### src/rtl/mem_arbiter_pkg.sv
// Shared types and defaults for the I/D cache fill arbiter and its beat counters.
package mem_arbiter_pkg;

  typedef enum logic [1:0] {
    IDLE    = 2'd0,
    SERVE_I = 2'd1,
    SERVE_D = 2'd2,
    WRITE   = 2'd3
  } arb_state_t;

  localparam int DEF_WORDS_PER_LINE = 8;
  localparam int DEF_MEM_LATENCY    = 4;
  localparam int ADDR_W             = 16;
  localparam int DATA_W             = 16;

  // One spare bit so a counter can hold the full line count without wrapping.
  function automatic int cnt_width(input int limit);
    return $clog2(limit) + 1;
  endfunction

endpackage

### src/rtl/mem_arbiter_if.sv
// Cache-side request/grant/return signals plus the memory port of the arbiter.
interface mem_arbiter_if;
  import mem_arbiter_pkg::*;

  logic              i_req;
  logic [ADDR_W-1:0] i_addr;
  logic              d_req;
  logic [ADDR_W-1:0] d_addr;
  logic              d_wr;
  logic [DATA_W-1:0] d_wdata;
  logic              i_service;
  logic              d_service;
  logic              i_valid;
  logic              d_valid;
  logic [DATA_W-1:0] rdata;
  logic              wr_done;
  logic              mem_en;
  logic              mem_wr;
  logic [ADDR_W-1:0] mem_addr;
  logic [DATA_W-1:0] mem_wdata;
  logic [DATA_W-1:0] mem_rdata;
  logic              mem_valid;

  modport slave (
    input  i_req, i_addr, d_req, d_addr, d_wr, d_wdata, mem_rdata, mem_valid,
    output i_service, d_service, i_valid, d_valid, rdata, wr_done,
           mem_en, mem_wr, mem_addr, mem_wdata
  );

  modport master (
    output i_req, i_addr, d_req, d_addr, d_wr, d_wdata, mem_rdata, mem_valid,
    input  i_service, d_service, i_valid, d_valid, rdata, wr_done,
           mem_en, mem_wr, mem_addr, mem_wdata
  );

endinterface

### src/rtl/mem_arbiter_beat_counter.sv
// Saturating up-counter with synchronous clear; o_done when the count reaches LIMIT.
module arb_beat_counter
  import mem_arbiter_pkg::*;
#(
  parameter int LIMIT = DEF_WORDS_PER_LINE,
  parameter int CNT_W = cnt_width(LIMIT)
) (
  input  logic             clk,
  input  logic             rst,
  input  logic             i_clr,
  input  logic             i_inc,
  output logic [CNT_W-1:0] o_count,
  output logic             o_done
);

  logic [CNT_W-1:0] r_count;

  always_ff @(posedge clk or posedge rst) begin
    if (rst) begin
      r_count <= '0;
    end else if (i_clr) begin
      r_count <= '0;
    end else if (i_inc && !o_done) begin
      r_count <= r_count + 1'b1;
    end
  end

  assign o_count = r_count;
  assign o_done  = (r_count == CNT_W'(LIMIT));

endmodule

### src/rtl/mem_arbiter.sv
// Arbitrates I/D cache line fills and D write-throughs onto one memory port.
// Grant is one cycle after the IDLE decision; losing requesters simply wait (level requests).
module mem_arbiter
  import mem_arbiter_pkg::*;
#(
  parameter int WORDS_PER_LINE = DEF_WORDS_PER_LINE,
  parameter int MEM_LATENCY    = DEF_MEM_LATENCY
) (
  input logic          clk,
  input logic          rst,
  mem_arbiter_if.slave bus
);

  localparam int               CNT_W     = cnt_width(WORDS_PER_LINE);
  localparam logic [CNT_W-1:0] LAST_BEAT = CNT_W'(WORDS_PER_LINE - 1);

  arb_state_t       r_state;
  arb_state_t       w_state_nxt;
  logic             r_last_d;
  logic             w_last_d_nxt;
  logic             r_i_service;
  logic             r_d_service;
  logic             w_serve_i;
  logic             w_serve_d;
  logic             w_serve;
  logic             w_write;
  logic             w_cnt_clr;
  logic             w_issue_inc;
  logic             w_beat_inc;
  logic             w_beat_last;
  logic             w_issue_done;
  logic             w_beat_done;
  logic [CNT_W-1:0] w_issue_cnt;
  logic [CNT_W-1:0] w_beat_cnt;

  assign w_serve_i   = (r_state == SERVE_I);
  assign w_serve_d   = (r_state == SERVE_D);
  assign w_serve     = w_serve_i || w_serve_d;
  assign w_write     = (r_state == WRITE);
  assign w_issue_inc = w_serve && !w_issue_done;
  assign w_beat_inc  = w_serve && bus.mem_valid;
  assign w_beat_last = w_beat_inc && (w_beat_cnt == LAST_BEAT);
  assign w_cnt_clr   = (w_state_nxt == IDLE);

  arb_beat_counter #(.LIMIT(WORDS_PER_LINE), .CNT_W(CNT_W)) u_issue_cnt (
    .clk     (clk),
    .rst     (rst),
    .i_clr   (w_cnt_clr),
    .i_inc   (w_issue_inc),
    .o_count (w_issue_cnt),
    .o_done  (w_issue_done)
  );

  arb_beat_counter #(.LIMIT(WORDS_PER_LINE), .CNT_W(CNT_W)) u_beat_cnt (
    .clk     (clk),
    .rst     (rst),
    .i_clr   (w_cnt_clr),
    .i_inc   (w_beat_inc),
    .o_count (w_beat_cnt),
    .o_done  (w_beat_done)
  );

  always_ff @(posedge clk or posedge rst) begin
    if (rst) begin
      r_state     <= IDLE;
      r_last_d    <= 1'b0;
      r_i_service <= 1'b0;
      r_d_service <= 1'b0;
    end else begin
      r_state     <= w_state_nxt;
      r_last_d    <= w_last_d_nxt;
      r_i_service <= (w_state_nxt == SERVE_I);
      r_d_service <= (w_state_nxt == SERVE_D);
    end
  end

  // Stores bypass fills; colliding misses go to whichever cache was not served last.
  always_comb begin
    w_state_nxt  = r_state;
    w_last_d_nxt = r_last_d;
    case (r_state)
      IDLE: begin
        if (bus.d_wr) begin
          w_state_nxt = WRITE;
        end else if (bus.i_req && bus.d_req) begin
          w_state_nxt = r_last_d ? SERVE_I : SERVE_D;
        end else if (bus.d_req) begin
          w_state_nxt = SERVE_D;
        end else if (bus.i_req) begin
          w_state_nxt = SERVE_I;
        end
      end
      SERVE_I: begin
        if (w_beat_last) begin
          w_state_nxt  = IDLE;
          w_last_d_nxt = 1'b0;
        end
      end
      SERVE_D: begin
        if (w_beat_last) begin
          w_state_nxt  = IDLE;
          w_last_d_nxt = 1'b1;
        end
      end
      WRITE:   w_state_nxt = IDLE;
      default: w_state_nxt = IDLE;
    endcase
  end

  always_comb begin
    bus.mem_en    = w_issue_inc || w_write;
    bus.mem_wr    = w_write;
    bus.mem_addr  = '0;
    bus.mem_wdata = '0;
    bus.wr_done   = w_write;
    bus.i_valid   = w_serve_i && bus.mem_valid;
    bus.d_valid   = w_serve_d && bus.mem_valid;
    bus.rdata     = '0;
    if (w_serve_i) begin
      bus.mem_addr = bus.i_addr;
    end else if (w_serve_d || w_write) begin
      bus.mem_addr = bus.d_addr;
    end
    if (w_write) begin
      bus.mem_wdata = bus.d_wdata;
    end
    if (w_beat_inc) begin
      bus.rdata = bus.mem_rdata;
    end
  end

  assign bus.i_service = r_i_service;
  assign bus.d_service = r_d_service;

  // A fixed-latency memory returns each beat exactly MEM_LATENCY cycles after its issue.
  a_beat_has_issue: assert property (@(posedge clk) disable iff (rst)
    w_beat_inc |-> $past(w_issue_inc, MEM_LATENCY));

  a_no_overrun: assert property (@(posedge clk) disable iff (rst)
    (w_beat_cnt <= w_issue_cnt) && !w_beat_done);

endmodule

### src/flat_wrapper.sv
// flat-port wrapper written by rule: the top's interface ports become plain ports
module mem_arbiter_flat import mem_arbiter_pkg::*;
#(
  parameter int WORDS_PER_LINE = DEF_WORDS_PER_LINE,
  parameter int MEM_LATENCY    = DEF_MEM_LATENCY
)
  (clk, rst, bus_i_req, bus_i_addr, bus_d_req, bus_d_addr, bus_d_wr, bus_d_wdata, bus_mem_rdata, bus_mem_valid, bus_i_service, bus_d_service, bus_i_valid, bus_d_valid, bus_rdata, bus_wr_done, bus_mem_en, bus_mem_wr, bus_mem_addr, bus_mem_wdata);
  mem_arbiter_if bus_i ();
  input logic clk;
  input logic rst;
  input wire logic [$bits(bus_i.i_req)-1:0] bus_i_req;
  input wire logic [$bits(bus_i.i_addr)-1:0] bus_i_addr;
  input wire logic [$bits(bus_i.d_req)-1:0] bus_d_req;
  input wire logic [$bits(bus_i.d_addr)-1:0] bus_d_addr;
  input wire logic [$bits(bus_i.d_wr)-1:0] bus_d_wr;
  input wire logic [$bits(bus_i.d_wdata)-1:0] bus_d_wdata;
  input wire logic [$bits(bus_i.mem_rdata)-1:0] bus_mem_rdata;
  input wire logic [$bits(bus_i.mem_valid)-1:0] bus_mem_valid;
  output wire logic [$bits(bus_i.i_service)-1:0] bus_i_service;
  output wire logic [$bits(bus_i.d_service)-1:0] bus_d_service;
  output wire logic [$bits(bus_i.i_valid)-1:0] bus_i_valid;
  output wire logic [$bits(bus_i.d_valid)-1:0] bus_d_valid;
  output wire logic [$bits(bus_i.rdata)-1:0] bus_rdata;
  output wire logic [$bits(bus_i.wr_done)-1:0] bus_wr_done;
  output wire logic [$bits(bus_i.mem_en)-1:0] bus_mem_en;
  output wire logic [$bits(bus_i.mem_wr)-1:0] bus_mem_wr;
  output wire logic [$bits(bus_i.mem_addr)-1:0] bus_mem_addr;
  output wire logic [$bits(bus_i.mem_wdata)-1:0] bus_mem_wdata;
  assign bus_i.i_req = bus_i_req;
  assign bus_i.i_addr = bus_i_addr;
  assign bus_i.d_req = bus_d_req;
  assign bus_i.d_addr = bus_d_addr;
  assign bus_i.d_wr = bus_d_wr;
  assign bus_i.d_wdata = bus_d_wdata;
  assign bus_i.mem_rdata = bus_mem_rdata;
  assign bus_i.mem_valid = bus_mem_valid;
  assign bus_i_service = bus_i.i_service;
  assign bus_d_service = bus_i.d_service;
  assign bus_i_valid = bus_i.i_valid;
  assign bus_d_valid = bus_i.d_valid;
  assign bus_rdata = bus_i.rdata;
  assign bus_wr_done = bus_i.wr_done;
  assign bus_mem_en = bus_i.mem_en;
  assign bus_mem_wr = bus_i.mem_wr;
  assign bus_mem_addr = bus_i.mem_addr;
  assign bus_mem_wdata = bus_i.mem_wdata;
  mem_arbiter #(.WORDS_PER_LINE(WORDS_PER_LINE), .MEM_LATENCY(MEM_LATENCY)) u_core (.clk(clk), .rst(rst), .bus(bus_i));
endmodule
### config.mk
export PLATFORM = sky130hd
export DESIGN_NAME = mem_arbiter_flat
export DESIGN_NICKNAME = d
export VERILOG_FILES = /design/src/rtl/mem_arbiter_pkg.sv /design/src/rtl/mem_arbiter_if.sv /design/src/rtl/mem_arbiter_beat_counter.sv /design/src/rtl/mem_arbiter.sv /design/src/flat_wrapper.sv
export SDC_FILE = /design/constraint.sdc
export NUM_CORES = 1
export LEC_CHECK = 0
export CORE_ASPECT_RATIO = 1.2
export CORE_MARGIN = 1
export CORE_UTILIZATION = 31
export DETAILED_ROUTE_END_ITERATION = 6
export HOLD_SLACK_MARGIN = 0.06
export PLACE_DENSITY = 0.87
export SYNTH_ARGS = -nofsm -noshare
export SYNTH_HDL_FRONTEND = slang
export SYNTH_SLANG_ARGS = --single-unit
### constraint.sdc
create_clock -name clk -period 4.1 [get_ports clk]
set_input_delay 0.82 -clock clk [delete_from_list [all_inputs] [get_ports clk]]
set_output_delay 0.82 -clock clk [all_outputs]
set_load 0.02 [all_outputs]
==> flow_summary_export.csv <==
group,metric,value,unit
sta,post-route-min-period,3.32,ns
critical_path,r2r_start,"u_core.r_state[0]$_DFF_PP0_",
min_path,holdPathEnd,"u_core.r_last_d$_DFFE_PP0P_",
routing,drt_iter0_drc,66,
critical_path,crit_slowest_cell,"clkdlybuf4s50_1",
finish,fillers,302,
routing,viasPerCell,4.79,
grt,antenna_found_initial,1,
routing,drt-pass1-iter-count,4,
synthesis,syn-num-nets,212,
clock_network,cts_hold_buf,0,
floorplan,ioPinCount,125,
finish,area_growth_syn_to_layout,113,%
sta,worst_slew_pin_slew,0.560,ns
critical_path,critPathLaunchType,"input port",
critical_path,criticalPathCategory,"input port to primary output",
synthesis,synth_top_family_by_area,"simple AND/OR/NAND/NOR gates",
routing,wl_per_cell,14.9,um
power,peakVddDrop,0.326,mV
critical_path,cp.required,3.28,ns
floorplan,coreArea,3630,um2
placement,portBuffers,124,
finish,fin_nets,334,
synthesis,synth-compound-area-share,0.213,
sta,fmax,302,MHz
synthesis,synth_xor_area_frac,0.0447,
critical_path,crit_arrival,2.50,ns
placement,gp_congestion,0.703,
routing,wirelength,4.57,mm
routing,routed-via-count,1471,
clock_network,htreeDepth,1,
clock_network,cts_buffer_depth,2,
sta,max_slew_margin,0.626,
clock_network,cts_resized,0,
critical_path,cp_cell_sequence,"clkdlybuf4s50_1 -> and3_1 -> clkdlybuf4s50_1",
sta,setup_tns,0,ns
job,max-cap-violations,0,
synthesis,syn_area,1180,um2
clock_network,post_cts_buffers,0,
grt,grt_overflow_total,0,
critical_path,crit_path_max_incr_delay,0.81,ns
finish,regArea,325,um2
routing,antenna_left,0,
clock_network,clk_pin_slew,0.05,ns
floorplan,placementRows,24,
finish,fin_util,0.689,
grt,track_usage,0.221,
placement,dp.final_hpwl,3.55,mm
min_path,hold_path_class,"flip-flop to flip-flop",
clock_network,clock-sinks,13,
synthesis,synthCells,134,
placement,place_ws,0.806,ns
synthesis,netlist.area_leader.share,0.277,
sta,rsz0062_at_grt,"no",
sta,layout_setup_ws,0.785,ns
finish,diodes,0,
sta,finalSetupViolCount,0,
synthesis,ys_seq_elements,13,
floorplan,start_util,0.324,
synthesis,synthMuxAreaShare,0.0170,
critical_path,worstRegToRegCells,5,
grt,grt_pass1_wl,6.93,mm
routing,drc,0,
clock_network,numCtsBuffers,3,
finish,drive_above_1_share,0.0353,
power,p_leak,1.10,nW
power,p_per_area,637,nW/um2
synthesis,yosysWarnings,0,
floorplan,die_area,4050,um2
synthesis,synthDistinctLibCells,27,
critical_path,end_kind,"primary output",
sta,skew,0.00714,ns
synthesis,synth_adder_area_share,0.0851,
sta,hold_viol_final,0,
sta,period_share,0.809,
synthesis,synth-simple-area-share,0.303,
critical_path,cp_max_fo,20,
clock_network,cts_tree,"yes",
clock_network,clk_latency,0.25,ns
min_path,hold_start,"u_core.r_last_d$_DFFE_PP0P_",
critical_path,crit_top_cell,"clkdlybuf4s50_1",
sta,whs,0.511,ns
grt,grt_max_degree,22,
critical_path,regToRegSetupSlack,2.13,ns
sta,slew_viol_final,0,
grt,grt_pass1_vias,1409,
clock_network,cts_root_buffer,"clkbuf_8",
synthesis,synth_area_leaders,"dfrtp_1 (28%), a22o_1 (13%), and2_1 (10%), and3_1 (9.0%), ha_1 (8.5%)",
min_path,hold_depth,1,
floorplan,die_width,58.2,um
critical_path,r2r_end,"u_core.u_issue_cnt.o_count[1]$_DFFE_PP0P_",
synthesis,synth_area_per_cell,8.78,um2
finish,multi_input_area,779,um2
synthesis,synth_top_area_cell,"dfrtp_1",
outcome,outcome,"finished, final reports clean",
floorplan,die_h,69.5,um
synthesis,yosysSeqAreaShare,0.277,
## worst max-delay path, delay by kind of cell
family        cells  cell delay [ns]
buf+inv           2             1.42
simple gates      1             0.25
## where the power goes
part | leakage [nW] | internal (W) | switching [W]
Sequential | 0.173 | 0.000168 | 0.0000338
Clock | 0.0228 | 0.0000688 | 0.0000486
Combinational | 0.901 | 0.000619 | 0.000656
## metrics by stage
stage | area, um2 | total power, W | cells
floorplan | 1180 | 0.000939 | 134
CTS | 2500 | 0.00161 | 307
finish | 2500 | 0.00160 | 307
global route | 2500 | 0.00170 | 307
detailed placement | 2460 | 0.00148 | 303
global placement | 2460 | 0.00146 | 303
## cell usage after synthesis
library cell and n:
a221oi_4 1, ha_1 8, a221o_1 1, nor3b_4 1, inv_1 7, nand3_1 2, nor2_1 3, xnor2_1 2
nand2_1 7, mux2i_1 2, and3_1 17, nand2b_1 1, xor2_1 4, a22o_1 17, clkbuf_1 6, buf_4 1
and2_1 19, a21oi_1 10, o21ai_0 1, nand4_1 2, dfrtp_1 13, o211a_1 1, and4b_1 1, buf_2 3
and4b_4 1, and2b_1 1, nand3b_1 2
## cells in the final DEF, fill, tap and decap left out, drive strengths merged, types with 3 or more instances in the layout
| cell | count |
|---|---|
| clkdlybuf4s50 | 124 |
| and2 | 19 |
| a22o | 17 |
| and3 | 17 |
| dfrtp | 13 |
| a21oi | 10 |
| ha | 8 |
| nand2 | 7 |
| inv | 7 |
| xor2 | 4 |
| clkbuf | 4 |
| nor2 | 3 |
| buf | 3 |
## cell families after synthesis
group / Yosys count
AOI/OAI and AO/OA: 31
xor gates and xnor gates: 6
adders and majority gates: 8
buffers and inverters: 17
DFF: 13
muxes: 2
and+or+nand+nor: 57
## how the worst max path moves through the flow
stage / endpoint / slack (ns) / start / depth (start not counted)
after floorplan: bus_mem_addr[0] / 1.69 / u_core.r_state[0]$_DFF_PP0_ / 5
after CTS: bus_rdata[9] / 0.81 / bus_mem_valid / 3
after global placement: bus_rdata[2] / 0.85 / bus_mem_valid / 3
after global routing: bus_rdata[15] / 0.69 / bus_mem_valid / 3
after detailed placement: bus_rdata[9] / 0.81 / bus_mem_valid / 3
final: bus_rdata[9] / 0.78 / bus_mem_valid / 3
## area by class of cell
cell class | instances | share of cell area
Clock buffer | 4 | 0.0180
Inverter | 7 | 0.0105
Multi-Input combinational cell | 104 | 0.311
Sequential cell | 13 | 0.130
Tap cell | 52 | 0.0260
Timing Repair Buffer | 127 | 0.504
## sequential cells by signal, indices dropped and copies added (netlist names)
register,flops
u_core.r_state,2
u_core.bus.i_service,1
u_core.u_issue_cnt.o_count,4
u_core.u_beat_cnt.o_count,4
u_core.bus.d_service,1
u_core.r_last_d,1
## routing by layer
layer	track usage	vias up	share of wire
li1	-	716	-
met1	0.245	674	0.39
met2	0.401	70	0.50
met3	0.0560	9	0.096
met4	0.0688	2	0.015
met5	0	-	0.0028
(Power assumes the default switching activity.)
